[src/rtl/fetch_sequencer.sv]
// fetch_sequencer: instruction-fetch controller.
// Owns the PC, captures the fetched word into a one-entry fetch/decode
// register, resolves PC-relative j in fetch, takes execute redirects,
// honours decode stalls and raises precise fetch exceptions.
`timescale 1ns/1ps
module fetch_sequencer #(
    parameter logic [31:0] RESET_PC   = 32'd0,
    parameter logic [31:0] EXC_VECTOR = 32'd128
) (
    input  logic        clk,
    input  logic        reset,
    output logic [31:0] imem_pc,
    input  logic [31:0] imem_instruction,
    input  logic        fs_stall,
    input  logic        fs_redirect,
    input  logic [31:0] fs_redirect_pc,
    output logic [31:0] fs_instr,
    output logic [31:0] fs_instr_pc,
    output logic        fs_valid,
    output logic        fs_exc,
    output logic [31:0] fs_epc,
    output logic [1:0]  fs_cause,
    output logic        fs_halted
);

    localparam int unsigned XLEN     = 32;
    localparam int unsigned OP_W     = 6;
    localparam int unsigned JIMM_W   = 26;
    localparam int unsigned CAUSE_W  = 2;

    localparam logic [OP_W-1:0]    OP_J       = 6'b000010;
    localparam logic [OP_W-1:0]    OP_ILLEGAL = 6'b111111;
    localparam logic [CAUSE_W-1:0] CAUSE_ILLEGAL  = 2'd1;
    localparam logic [CAUSE_W-1:0] CAUSE_MISALIGN = 2'd2;
    localparam logic [XLEN-1:0]    PC_STEP    = 32'd4;

    typedef enum logic [1:0] {
        S_BOOT,
        S_RUN,
        S_EXC,
        S_HALT
    } state_t;

    state_t            state, state_nxt;
    logic [XLEN-1:0]   imem_pc_nxt;
    logic [XLEN-1:0]   fs_instr_nxt;
    logic [XLEN-1:0]   fs_instr_pc_nxt;
    logic              fs_valid_nxt;
    logic              fs_exc_nxt;
    logic [XLEN-1:0]   fs_epc_nxt;
    logic [CAUSE_W-1:0] fs_cause_nxt;
    logic              fs_halted_nxt;

    logic [OP_W-1:0]   opcode;
    logic              misaligned;
    logic              illegal;
    logic [XLEN-1:0]   pc_plus4;
    logic [XLEN-1:0]   jump_offset;
    logic [XLEN-1:0]   jump_target;

    // Decode of the word currently on the memory bus and candidate next PCs.
    always_comb begin
        opcode      = imem_instruction[31:26];
        misaligned  = (imem_pc[1:0] != 2'b00);
        illegal     = (opcode == OP_ILLEGAL);
        pc_plus4    = XLEN'(imem_pc + PC_STEP);
        jump_offset = {{(XLEN-JIMM_W-2){imem_instruction[JIMM_W-1]}},
                       imem_instruction[JIMM_W-1:0], 2'b00};
        jump_target = XLEN'(pc_plus4 + jump_offset);
    end

    // Next-state and next-output logic.
    always_comb begin
        state_nxt       = state;
        imem_pc_nxt     = imem_pc;
        fs_instr_nxt    = fs_instr;
        fs_instr_pc_nxt = fs_instr_pc;
        fs_valid_nxt    = fs_valid;
        fs_exc_nxt      = 1'b0;
        fs_epc_nxt      = fs_epc;
        fs_cause_nxt    = fs_cause;
        fs_halted_nxt   = fs_halted;

        unique case (state)
            // BOOT and EXC each issue one bubble; a redirect still steers the PC.
            S_BOOT, S_EXC: begin
                fs_valid_nxt = 1'b0;
                state_nxt    = S_RUN;
                if (fs_redirect) begin
                    imem_pc_nxt = fs_redirect_pc;
                end
            end

            S_RUN: begin
                if (fs_redirect) begin
                    // In-flight fetch is dropped regardless of stall.
                    imem_pc_nxt  = fs_redirect_pc;
                    fs_valid_nxt = 1'b0;
                end else if (misaligned || illegal) begin
                    fs_exc_nxt   = 1'b1;
                    fs_epc_nxt   = imem_pc;
                    fs_cause_nxt = misaligned ? CAUSE_MISALIGN : CAUSE_ILLEGAL;
                    fs_valid_nxt = 1'b0;
                    // Faulting in the handler itself is unrecoverable.
                    if (imem_pc == EXC_VECTOR) begin
                        state_nxt     = S_HALT;
                        fs_halted_nxt = 1'b1;
                    end else begin
                        state_nxt   = S_EXC;
                        imem_pc_nxt = EXC_VECTOR;
                    end
                end else if (!fs_stall) begin
                    fs_instr_nxt    = imem_instruction;
                    fs_instr_pc_nxt = imem_pc;
                    fs_valid_nxt    = 1'b1;
                    imem_pc_nxt     = (opcode == OP_J) ? jump_target : pc_plus4;
                end
            end

            S_HALT: begin
                fs_valid_nxt = 1'b0;
            end

            default: begin
                state_nxt = S_BOOT;
            end
        endcase
    end

    // State and registered outputs.
    always_ff @(posedge clk or negedge reset) begin
        if (!reset) begin
            state       <= S_BOOT;
            imem_pc     <= RESET_PC;
            fs_instr    <= '0;
            fs_instr_pc <= '0;
            fs_valid    <= 1'b0;
            fs_exc      <= 1'b0;
            fs_epc      <= '0;
            fs_cause    <= '0;
            fs_halted   <= 1'b0;
        end else begin
            state       <= state_nxt;
            imem_pc     <= imem_pc_nxt;
            fs_instr    <= fs_instr_nxt;
            fs_instr_pc <= fs_instr_pc_nxt;
            fs_valid    <= fs_valid_nxt;
            fs_exc      <= fs_exc_nxt;
            fs_epc      <= fs_epc_nxt;
            fs_cause    <= fs_cause_nxt;
            fs_halted   <= fs_halted_nxt;
        end
    end

endmodule

[config.mk]
export PLATFORM = sky130hd
export DESIGN_NAME = fetch_sequencer
export DESIGN_NICKNAME = d
export VERILOG_FILES = /design/src/rtl/fetch_sequencer.sv
export SDC_FILE = /design/constraint.sdc
export NUM_CORES = 1
export LEC_CHECK = 0
export ABC_CLOCK_PERIOD_IN_PS = 3700
export CAP_MARGIN = 25
export CORE_ASPECT_RATIO = 0.9
export CORE_MARGIN = 1.5
export CORE_UTILIZATION = 45
export DETAILED_ROUTE_END_ITERATION = 6
export GPL_TIMING_DRIVEN = 1
export PLACE_DENSITY = 0.76
export SETUP_SLACK_MARGIN = 0.3
export SYNTH_ARGS = -nofsm -noshare
export SYNTH_HDL_FRONTEND = slang
export SYNTH_SLANG_ARGS = --single-unit
[constraint.sdc]
create_clock -name clk -period 3.7 [get_ports clk]
set_input_delay 0.37 -clock clk [delete_from_list [all_inputs] [get_ports clk]]
set_output_delay 0.37 -clock clk [all_outputs]
set_load 0.005 [all_outputs]
==> results of run 1 <==
power by group:
part           internal [mW]  total (mW)  leakage, nW  switching, mW
sequential              1.48        1.48         1.85              0
combinational          0.117       0.240         3.21          0.124
clock                   1.02        1.70        0.285          0.679
total                   2.61        3.41         5.34          0.803
per-stage QoR:
| stage | cell area (um2) | instances | setup slack, ns |
|---|---|---|---|
| after floorplan | 7900 | 952 | 0.330 |
| after global placement | 10300 | 1367 | 0.239 |
| after detailed placement | 10300 | 1368 | 0.161 |
| after CTS | 11000 | 1401 | 0.280 |
| after global routing | 11400 | 1406 | 0.143 |
| final | 11400 | 1406 | 0.283 |
timing repair:
item	CTS	global route
buffers inserted	1	5
gates resized for setup	13	60
setup endpoints to repair	6	12
pin swaps	1	21
endpoints found under the hold margin	39	0
hold buffers	1	0
state kept, by name (all words and copies together) (netlist names):
| name | flops |
|---|---|
| state | 2 |
| fs_instr_pc | 32 |
| fs_halted | 1 |
| imem_pc | 32 |
| fs_epc | 32 |
| fs_exc | 1 |
| fs_valid | 1 |
| fs_cause | 2 |
| fs_instr | 32 |
final timing paths:
path                                 start              to  slack (ns)  cells past startpoint
worst max register to register  imem_pc[2]     imem_pc[31]        0.28                     15
min in group clk                fs_epc[23]      fs_epc[23]        0.47                      2
worst min register to register  fs_epc[23]      fs_epc[23]        0.47                      2
max in group asynchronous            reset     fs_cause[1]        2.36                      4
worst min-delay path                 reset  fs_instr_pc[1]        0.43                      2
worst max-delay path            imem_pc[2]     imem_pc[31]        0.28                     15
worst register-to-register path, stage by stage (launching register included):
cell	delay (ns)
dfrtp_2	0.45
and3_4	0.21
and2_4	0.17
and3_4	0.21
and3_4	0.22
xor2_4	0.22
ha_4	0.24
o21ai_2	0.11
nand2b_1	0.08
and3_4	0.19
a22o_1	0.18
a31o_4	0.23
a311oi_2	0.29
xnor2_1	0.12
and3_1	0.20
o31ai_2	0.21
cell families (layout without fill, tap and decap cells):
| logic type | after synthesis | count (layout) | share of synthesized area (%) |
|---|---|---|---|
| XOR/XNOR | 53 | 53 | 5.90 |
| AO/OA/AOI/OAI | 190 | 190 | 15.5 |
| flip-flops | 135 | 135 | 43.0 |
| buffers and inverters | 78 | 297 | 3.95 |
| AND/OR/NAND/NOR | 457 | 457 | 25.3 |
| multiplexers | 2 | 2 | 0.318 |
| adder cells (fa/ha/maj) | 37 | 37 | 5.98 |
cell usage in the layout (no fill, tap or decap), types with 10 or more instances in the layout:
cell type          n
a21o_1            16
nor2_1            36
a21oi_1           45
inv_1             15
clkbuf_16         17
nor4_1            11
xor2_1            15
o21ai_1           26
nor3_1            10
clkdlybuf4s50_1  199
ha_1              26
nand3_1           17
xnor2_2           11
nand4_1           13
a221oi_1          13
xnor2_1           22
nand2_1          300
buf_4             46
dfrtp_1          130
and3_1            19
o21ai_0           23
metal layers:
| metal | track usage [%] | part of all wire, % | up-vias | wire length [um] |
|---|---|---|---|---|
| met4 | 10.0 | 2.2 | 0 | 569 |
| met2 | 41.5 | 43 | 329 | 11100 |
| met3 | 7.74 | 8.0 | 35 | 2080 |
| met1 | 42.1 | 47 | 3708 | 12200 |
| li1 | - | - | 3679 | - |
| met5 | 0 | 0 | - | 0 |
cell type report:
class | count | area (um2)
Sequential cell | 135 | 3380
Clock buffer | 19 | 443
Fill cell | 1437 | 5650
Inverter | 18 | 67.6
Tap cell | 235 | 294
Clock inverter | 12 | 143
Timing Repair Buffer | 248 | 2390
Multi-Input combinational cell | 739 | 4640
==> metrics.cfg, run 1 <==
[sta]
min_period_ns = 3.42
post-route-period-util_pct = 92.3
tns_ns = 0
timing.slew.headroom_pct = 43.7
fmax_mhz = 293
rsz0062_at_grt = true
setup_viol = 0
hold_violations = 0
timing.hold.ws_ns = 0.428
worst_pin_slew_ns = 0.836
maxSlewViolCount = 0
finClkSkew_ns = 0.00940

[grt]
grt_pass1_vias = 7357
overflow = 0
grt_use_total_pct = 28.9
grt_pass1_wl_um = 40300
antenna_found_initial = 0
grt_max_degree = 79

[critical_path]
start_kind = register
critPathKind = register to register
required_ns = 4.04
crit_top_cell = and3_4
worst_path_largest_cell_delay_ns = 0.45
crit_chain = and3_4 > and2_4 > and3_4 > and3_4 > xor2_4 > ha_4 > o21ai_2 > nand2b_1 > and3_4 > a22o_1 > a31o_4 > a311oi_2 > xnor2_1 > and3_1 > o31ai_2
path_delay_family = simple AND/OR/NAND/NOR gates
slowest_stage = dfrtp_2
crit_buf_inv = 0
critPathCaptureType = register
cp.arrival_ns = 3.75
crit_fanout = 6

[cts]
cts_buffer_depth = 2
cts_root_buffer = clkbuf_16
clkTransAtPathRegs_ns = 0.06
cts_made_buffers = 17
cts_tree = yes
cts_sinks = 135
worst_skew_pair.late_latency_ns = 0.43
h-tree-depth = 4

[die]
rows = 45
initial_core_util_pct = 46.2
die-area_um2 = 18300
coreArea_um2 = 17000
die_h_um = 128
ios = 201
fp.dieW_um = 142

[place]
routabilityCongestion = 0.933
portBuffers = 200
dp_hpwl_um = 18900

[route]
detail_route.wl_per_cell_um = 18.4
vias = 7751
via_per_inst = 5.51
route.detailed.drc = 0
drt_iter0_drc = 595
ant_nets = 0
dr.pass1.iters = 6
drt_wl_total_um = 25900

[hold_path]
hold_path.class = primary input to async pin

[layout]
post-route-util_pct = 66.8
drive_above_1_share_pct = 13.6
nNetsFinal = 1264
diodes = 0
syn_to_final_growth_pct = 44.4

[power_and_ir_drop]
leakagePower_nw = 5.34
p_total_mw = 3.41
power_density_nw_per_um2 = 301
peakVddDrop_v = 0.000327

[logic_synthesis]
yosysTopAreaCell = dfrtp_1
syn_nets = 1057
synth_warnings = 0
synthArstFlopShare_pct = 100
ys_top_cells_by_count = nand2_1 (301), dfrtp_1 (135), a21oi_1 (51), clkbuf_1 (44), nor2_1 (40)
yosys-top-cells-area = dfrtp_1 (43%), nand2_1 (14%), ha_1 (5.7%)
seq_area_frac_synth_pct = 43.0
synth.distinct_cells = 61
synthCells = 952
yosysTopAreaCellShare_pct = 43.0
synth_flop_cell = dfrtp_1
netlist_area_um2 = 7860
avgSynthCellArea_um2 = 8.26
synth.most_common_cell = nand2_1
ys_seq_elements = 135
synth_edf_count = 0

[outcome]
status = completed

[flow_run]
maxCapViolCount = 0

No activity file was read; power rests on OpenSTA's default activity.
==> inputs of run 2 (changes only) <==
--- a/config.mk
+++ b/config.mk
@@ -12,5 +12,5 @@
 export CORE_UTILIZATION = 45
 export DETAILED_ROUTE_END_ITERATION = 6
-export GPL_TIMING_DRIVEN = 1
+export HOLD_SLACK_MARGIN = 0.15
 export PLACE_DENSITY = 0.76
 export SETUP_SLACK_MARGIN = 0.3
==> constraint.sdc (replaced) <==
create_clock -name clk -period 3.7 [get_ports clk]
set_input_delay 0.37 -clock clk [delete_from_list [all_inputs] [get_ports clk]]
set_output_delay 0.37 -clock clk [all_outputs]
set_load 0.02 [all_outputs]
==> metrics.cfg, run 2 (same netlist as run 1, synthesis figures left out) <==
[place]
routabilityCongestion = 0.954  ; +2.2%
dp_slack_ns = 0.157  ; -0.00365 ns
dp_hpwl_um = 18600  ; -1.6%
placed_cell_area_um2 = 10300  ; +0.17%
portBuffers = 200  ; unchanged

[die]
ios = 201  ; unchanged
rows = 45  ; unchanged
die-area_um2 = 18300  ; unchanged
coreArea_um2 = 17000  ; unchanged
fp.dieW_um = 142  ; unchanged
die_h_um = 128  ; unchanged
initial_core_util_pct = 46.2  ; unchanged

[critical_path]
critPathCaptureType = register
r2r-start = imem_pc[2]
cp.arrival_ns = 3.73  ; -0.02 ns
r2r_slack_ns = 0.31  ; +0.02 ns
start_kind = register
r2r_cells = 15  ; unchanged
required_ns = 4.04  ; about the same
rr_endpoint = imem_pc[31]
critPathKind = register to register
crit_fanout = 6  ; unchanged

[layout]
fin_area_um2 = 11500  ; +1.1%
drive_above_1_share_pct = 15.2  ; +1.6 points
diodes = 0  ; unchanged
mostFrequentLayoutCell = nand2_1
layout_common_cells = nand2_1 (300), clkdlybuf4s50_1 (199), dfrtp_1 (123), buf_4 (55), a21oi_1 (46)
nNetsFinal = 1274  ; +0.79%
syn_to_final_growth_pct = 46.0

[route]
detail_route.wl_per_cell_um = 18.6  ; +0.61%
vias = 7922  ; +2.2%
via_per_inst = 5.59  ; +1.5%
route.detailed.drc = 0  ; unchanged
drt_iter0_drc = 775  ; +30%
drt_wl_total_um = 26300  ; +1.3%
ant_nets = 0  ; unchanged
dr.pass1.iters = 7  ; +1

[cts]
cts_made_buffers = 17  ; unchanged
cts_buffer_depth = 2  ; unchanged
cts_root_buffer = clkbuf_16
h-tree-depth = 4  ; unchanged
cts_sinks = 135  ; unchanged
clkTransAtPathRegs_ns = 0.06  ; about the same
cts_tree = yes
worst_skew_pair.late_latency_ns = 0.43  ; about the same

[power_and_ir_drop]
power_density_nw_per_um2 = 293  ; -2.5%
peakVddDrop_v = 0.000330  ; +0.79%
p_total_mw = 3.36  ; -1.5%
leakagePower_nw = 5.37  ; +0.49%

[sta]
post-route-period-util_pct = 91.7  ; -0.63 points
fmax_mhz = 295  ; +0.68%
worst_pin_slew_ns = 0.933  ; +0.0964 ns
min_period_ns = 3.39  ; -0.0232 ns
tns_ns = 0  ; unchanged
setup_ws_ns = 0.306  ; +0.0232 ns
timing.slew.headroom_pct = 37.3  ; -6.5 points
finClkSkew_ns = 0.0152  ; +0.00580 ns
hold_violations = 0  ; unchanged
maxSlewViolCount = 0  ; unchanged
rsz0062_at_grt = true
setup_viol = 0  ; unchanged
timing.hold.ws_ns = 0.399  ; -0.0286 ns

[grt]
grt_use_total_pct = 28.9  ; about the same
antenna_found_initial = 0  ; unchanged
overflow = 0  ; unchanged
grt_max_degree = 108  ; +37%
grt_pass1_wl_um = 40700  ; +1.1%
grt_pass1_vias = 7519  ; +2.2%

[hold_path]
hold_path.class = primary input to async pin

[flow_run]
maxCapViolCount = 0  ; unchanged

[outcome]
status = completed

-- run 2: critical path: stages (launching register included) --
cell and delay (ns):
dfrtp_2 0.43, and3_4 0.22, and2_4 0.17, and3_4 0.21
and3_4 0.22, xor2_4 0.20, ha_4 0.25, o21ai_2 0.12
nand2b_1 0.09, buf_4 0.14, a22o_1 0.21, a31o_4 0.22
a311oi_2 0.29, xnor2_1 0.19, a21oi_1 0.12, o31ai_2 0.22
-- run 2: worst max path at each step --
| stage | startpoint | to | slack, ns | depth (start not counted) |
|---|---|---|---|---|
| CTS | imem_pc[2] | imem_pc[25] | 0.30 | 12 |
| detailed placement | imem_pc[2] | imem_pc[28] | 0.16 | 15 |
| floorplan | imem_pc[8] | imem_pc[31] | 0.30 | 17 |
| global route | imem_pc[2] | imem_pc[31] | 0.14 | 15 |
| finish | imem_pc[2] | imem_pc[31] | 0.31 | 15 |
| global placement | imem_pc[2] | imem_pc[31] | 0.23 | 14 |
-- run 2: cell type report --
type                    count  area (um2)
repair buffers            258        2470
clock inverters            12         120
multi-input cells         739        4690
well taps                 235         294
clock buffers              19         443
fillers                  1392        5530
inverters                  18        67.6
flip-flops and latches    135        3390
-- run 2: per-layer routing --
metal | part of all wire [%] | GRT usage [%]
met4 | 1.9 | 9.04
met1 | 45 | 41.7
met5 | 0 | 0
met2 | 44 | 43.0
met3 | 9.1 | 6.85
-- run 2: timing repair --
| item | in CTS | in global routing |
|---|---|---|
| resized for setup | 19 | 51 |
| setup endpoints to repair | 6 | 11 |
| hold buffers | 1 | 0 |
| endpoints found under the hold margin | 102 | 0 |
| pin swaps | 4 | 28 |
| setup buffers | 1 | 15 |
-- run 2: where the power goes --
group	leakage, nW	total, mW	switching [mW]	internal (mW)
sequential	1.84	1.48	0	1.48
clock	0.271	1.64	0.689	0.948
combinational	3.26	0.248	0.127	0.122
total	5.37	3.36	0.816	2.55
-- run 2: per-stage QoR --
| stage | util [%] | instances |
|---|---|---|
| after floorplan | - | 952 |
| after global placement | 60.7 | 1367 |
| after detailed placement | 60.7 | 1367 |
| after CTS | 64.9 | 1400 |
| after global routing | 67.5 | 1416 |
| final | 67.5 | 1416 |
==> inputs of run 3 (changes only) <==
- REMOVE_ABC_BUFFERS: not set -> 1
==> metrics.cfg, run 3 (same netlist as run 1, synthesis figures left out) <==
[die]
coreArea_um2 = 17000  ; unchanged
fp.dieW_um = 142  ; unchanged
rows = 45  ; unchanged
ios = 201  ; unchanged
die_h_um = 128  ; unchanged
die-area_um2 = 18300  ; unchanged
initial_core_util_pct = 46.2  ; unchanged

[layout]
mostFrequentLayoutCell = nand2_1
nFillCells = 1337  ; -4.0%
diodes = 0  ; unchanged
multiInputGateArea_um2 = 4770  ; +1.7%
drive_above_1_share_pct = 14.6  ; -0.53 points
nNetsFinal = 1268  ; -0.47%
layout_common_cells = nand2_1 (299), clkdlybuf4s50_1 (199), dfrtp_1 (131), buf_4 (50), a21oi_1 (45)
instances_no_fill = 1411  ; -0.35%
syn_to_final_growth_pct = 46.3
regArea_um2 = 3380  ; -0.29%
fin_area_um2 = 11500  ; +0.21%

[place]
dp_slack_ns = 0.116  ; -0.0409 ns
portBuffers = 200  ; unchanged
dp_cells = 1366  ; -0.073%
routabilityCongestion = 0.958  ; +0.48%
placed_cell_area_um2 = 10300  ; -0.59%
dp_hpwl_um = 18000  ; -3.1%

[critical_path]
worst_path_largest_cell_delay_ns = 0.35  ; -0.08 ns
crit_buf_inv = 0  ; -1
critPathCaptureType = register
crit_fanout = 4  ; -2
critPathKind = register to register
crit_chain = and4_4 > and3_4 > and3_4 > and3_4 > xor2_2 > ha_1 > o21ai_1 > nand2b_1 > and3_4 > a22o_1 > a31o_4 > a311oi_2 > xnor2_1 > and3_1 > o31ai_1
cp.arrival_ns = 3.81  ; +0.08 ns
slowest_stage = dfrtp_1
required_ns = 4.03  ; about the same
path_delay_family = simple AND/OR/NAND/NOR gates
crit_top_cell = and3_4
start_kind = register

[cts]
cts_buffer_depth = 2  ; unchanged
cts_tree = yes
cts_root_buffer = clkbuf_16
cts_made_buffers = 17  ; unchanged
h-tree-depth = 4  ; unchanged
clkTransAtPathRegs_ns = 0.06  ; about the same
worst_skew_pair.late_latency_ns = 0.43  ; about the same
cts_sinks = 135  ; unchanged

[sta]
finClkSkew_ns = 0.0110  ; -0.00424 ns
min_period_ns = 3.48  ; +0.0840 ns
setup_viol = 0  ; unchanged
maxSlewViolCount = 0  ; unchanged
hold_violations = 0  ; unchanged
rsz0062_at_grt = true
timing.slew.headroom_pct = 43.8  ; +6.5 points
fmax_mhz = 288  ; -2.4%
worst_pin_slew_ns = 0.843  ; -0.0895 ns
post-route-period-util_pct = 94.0  ; +2.3 points
setup_ws_ns = 0.222  ; -0.0840 ns

[grt]
grt_max_degree = 80  ; -26%
grt_use_total_pct = 28.1  ; -0.73 points
grt_pass1_wl_um = 39700  ; -2.6%
grt_pass1_vias = 7441  ; -1.0%
overflow = 0  ; unchanged
antenna_found_initial = 0  ; unchanged

[route]
detail_route.wl_per_cell_um = 18.8  ; +1.5%
vias = 8022  ; +1.3%
route.detailed.drc = 0  ; unchanged
dr.pass1.iters = 5  ; -2
drt_iter0_drc = 648  ; -16%
via_per_inst = 5.69  ; +1.6%
ant_nets = 0  ; unchanged
drt_wl_total_um = 26600  ; +1.2%

[hold_path]
hold_path.class = register to register

[power_and_ir_drop]
p_sw_uw = 840  ; +2.9%
pwr-share-seq_pct = 43.5  ; -0.4 points
power_frac_clock_pct = 49.3  ; +0.6 points
swShare_pct = 24.8  ; +0.49 points
leakagePower_nw = 5.38  ; +0.23%
pwr-share-comb_pct = 7.2  ; -0.2 points
peakVddDrop_v = 0.000310  ; -5.9%
power_density_nw_per_um2 = 295  ; +0.69%
p_int_mw = 2.55  ; +0.24%

[flow_run]
maxCapViolCount = 0  ; unchanged

[outcome]
status = completed

run 3: changes by cell type in the layout (fill, tap and decap cells not counted), moves of 3 or more:
cell	delta
xor2_2	+3
dfrtp_2	-8
xor2_1	-3
dfrtp_1	+8
buf_4	-5
run 3: layout make-up:
cell class / instances / share of cell area [%]
multi-input combinational: 739 / 41.4
clock buffer: 18 / 3.82
tap: 235 / 2.56
clock inverter: 14 / 1.22
sequential: 135 / 29.4
inverter: 18 / 0.609
timing repair buffer: 252 / 20.9
run 3: tightest hold or removal path: stages, from the launching register on:
cell and delay [ns]:
dfrtp_1 0.34, nand2_1 0.05, nand2_1 0.05
run 3: power by group through the flow:
stage / registers, mW / logic (mW) / clock network (mW)
CTS: 1.48 / 0.225 / 1.69
global placement: 1.50 / 0.219 / 0
floorplan: 1.50 / 0.0787 / 0
finish: 1.48 / 0.243 / 1.67
global route: 1.48 / 0.263 / 1.75
detailed placement: 1.50 / 0.221 / 0
run 3: per-layer routing:
| layer | wire (um) | part of all wire [%] | global-route usage (%) |
|---|---|---|---|
| met5 | 0 | 0 | 0 |
| met4 | 790 | 3.0 | 10.3 |
| met3 | 2230 | 8.4 | 5.51 |
| met2 | 12100 | 45 | 43.5 |
| met1 | 11500 | 43 | 39.5 |
run 3: per-stage QoR:
step | setup TNS (ns) | power (mW) | util, % | hold WS, ns
final | 0 | 3.39 | 67.6 | 0.474
after detailed placement | 0 | 1.72 | 60.3 | 0.452
after CTS | 0 | 3.39 | 64.3 | 0.477
after global placement | 0 | 1.72 | 60.3 | 0.447
after global routing | 0 | 3.49 | 67.6 | 0.492
after floorplan | -175.38 | 1.58 | - | 0.0744
run 3: worst paths after layout:
| check | startpoint | endpoint | slack, ns | cells past startpoint |
|---|---|---|---|---|
| worst max-delay path | imem_pc[8] | imem_pc[31] | 0.22 | 15 |
| worst min-delay path | fs_instr_pc[29] | fs_instr_pc[29] | 0.47 | 2 |
| worst max register to register | imem_pc[8] | imem_pc[31] | 0.22 | 15 |
| worst min register to register | fs_instr_pc[29] | fs_instr_pc[29] | 0.47 | 2 |
| max in group asynchronous | reset | imem_pc[20] | 2.33 | 3 |
| min in group asynchronous | reset | fs_instr[5] | 0.54 | 2 |
run 3: repair_timing:
action | 4_1_cts | 5_1_grt
resized for setup | 16 | 81
setup endpoints to repair | 8 | 12
hold buffers | 1 | 0
endpoints found under the hold margin | 78 | 0
buffers inserted | 1 | 11
pin swaps | 3 | 28
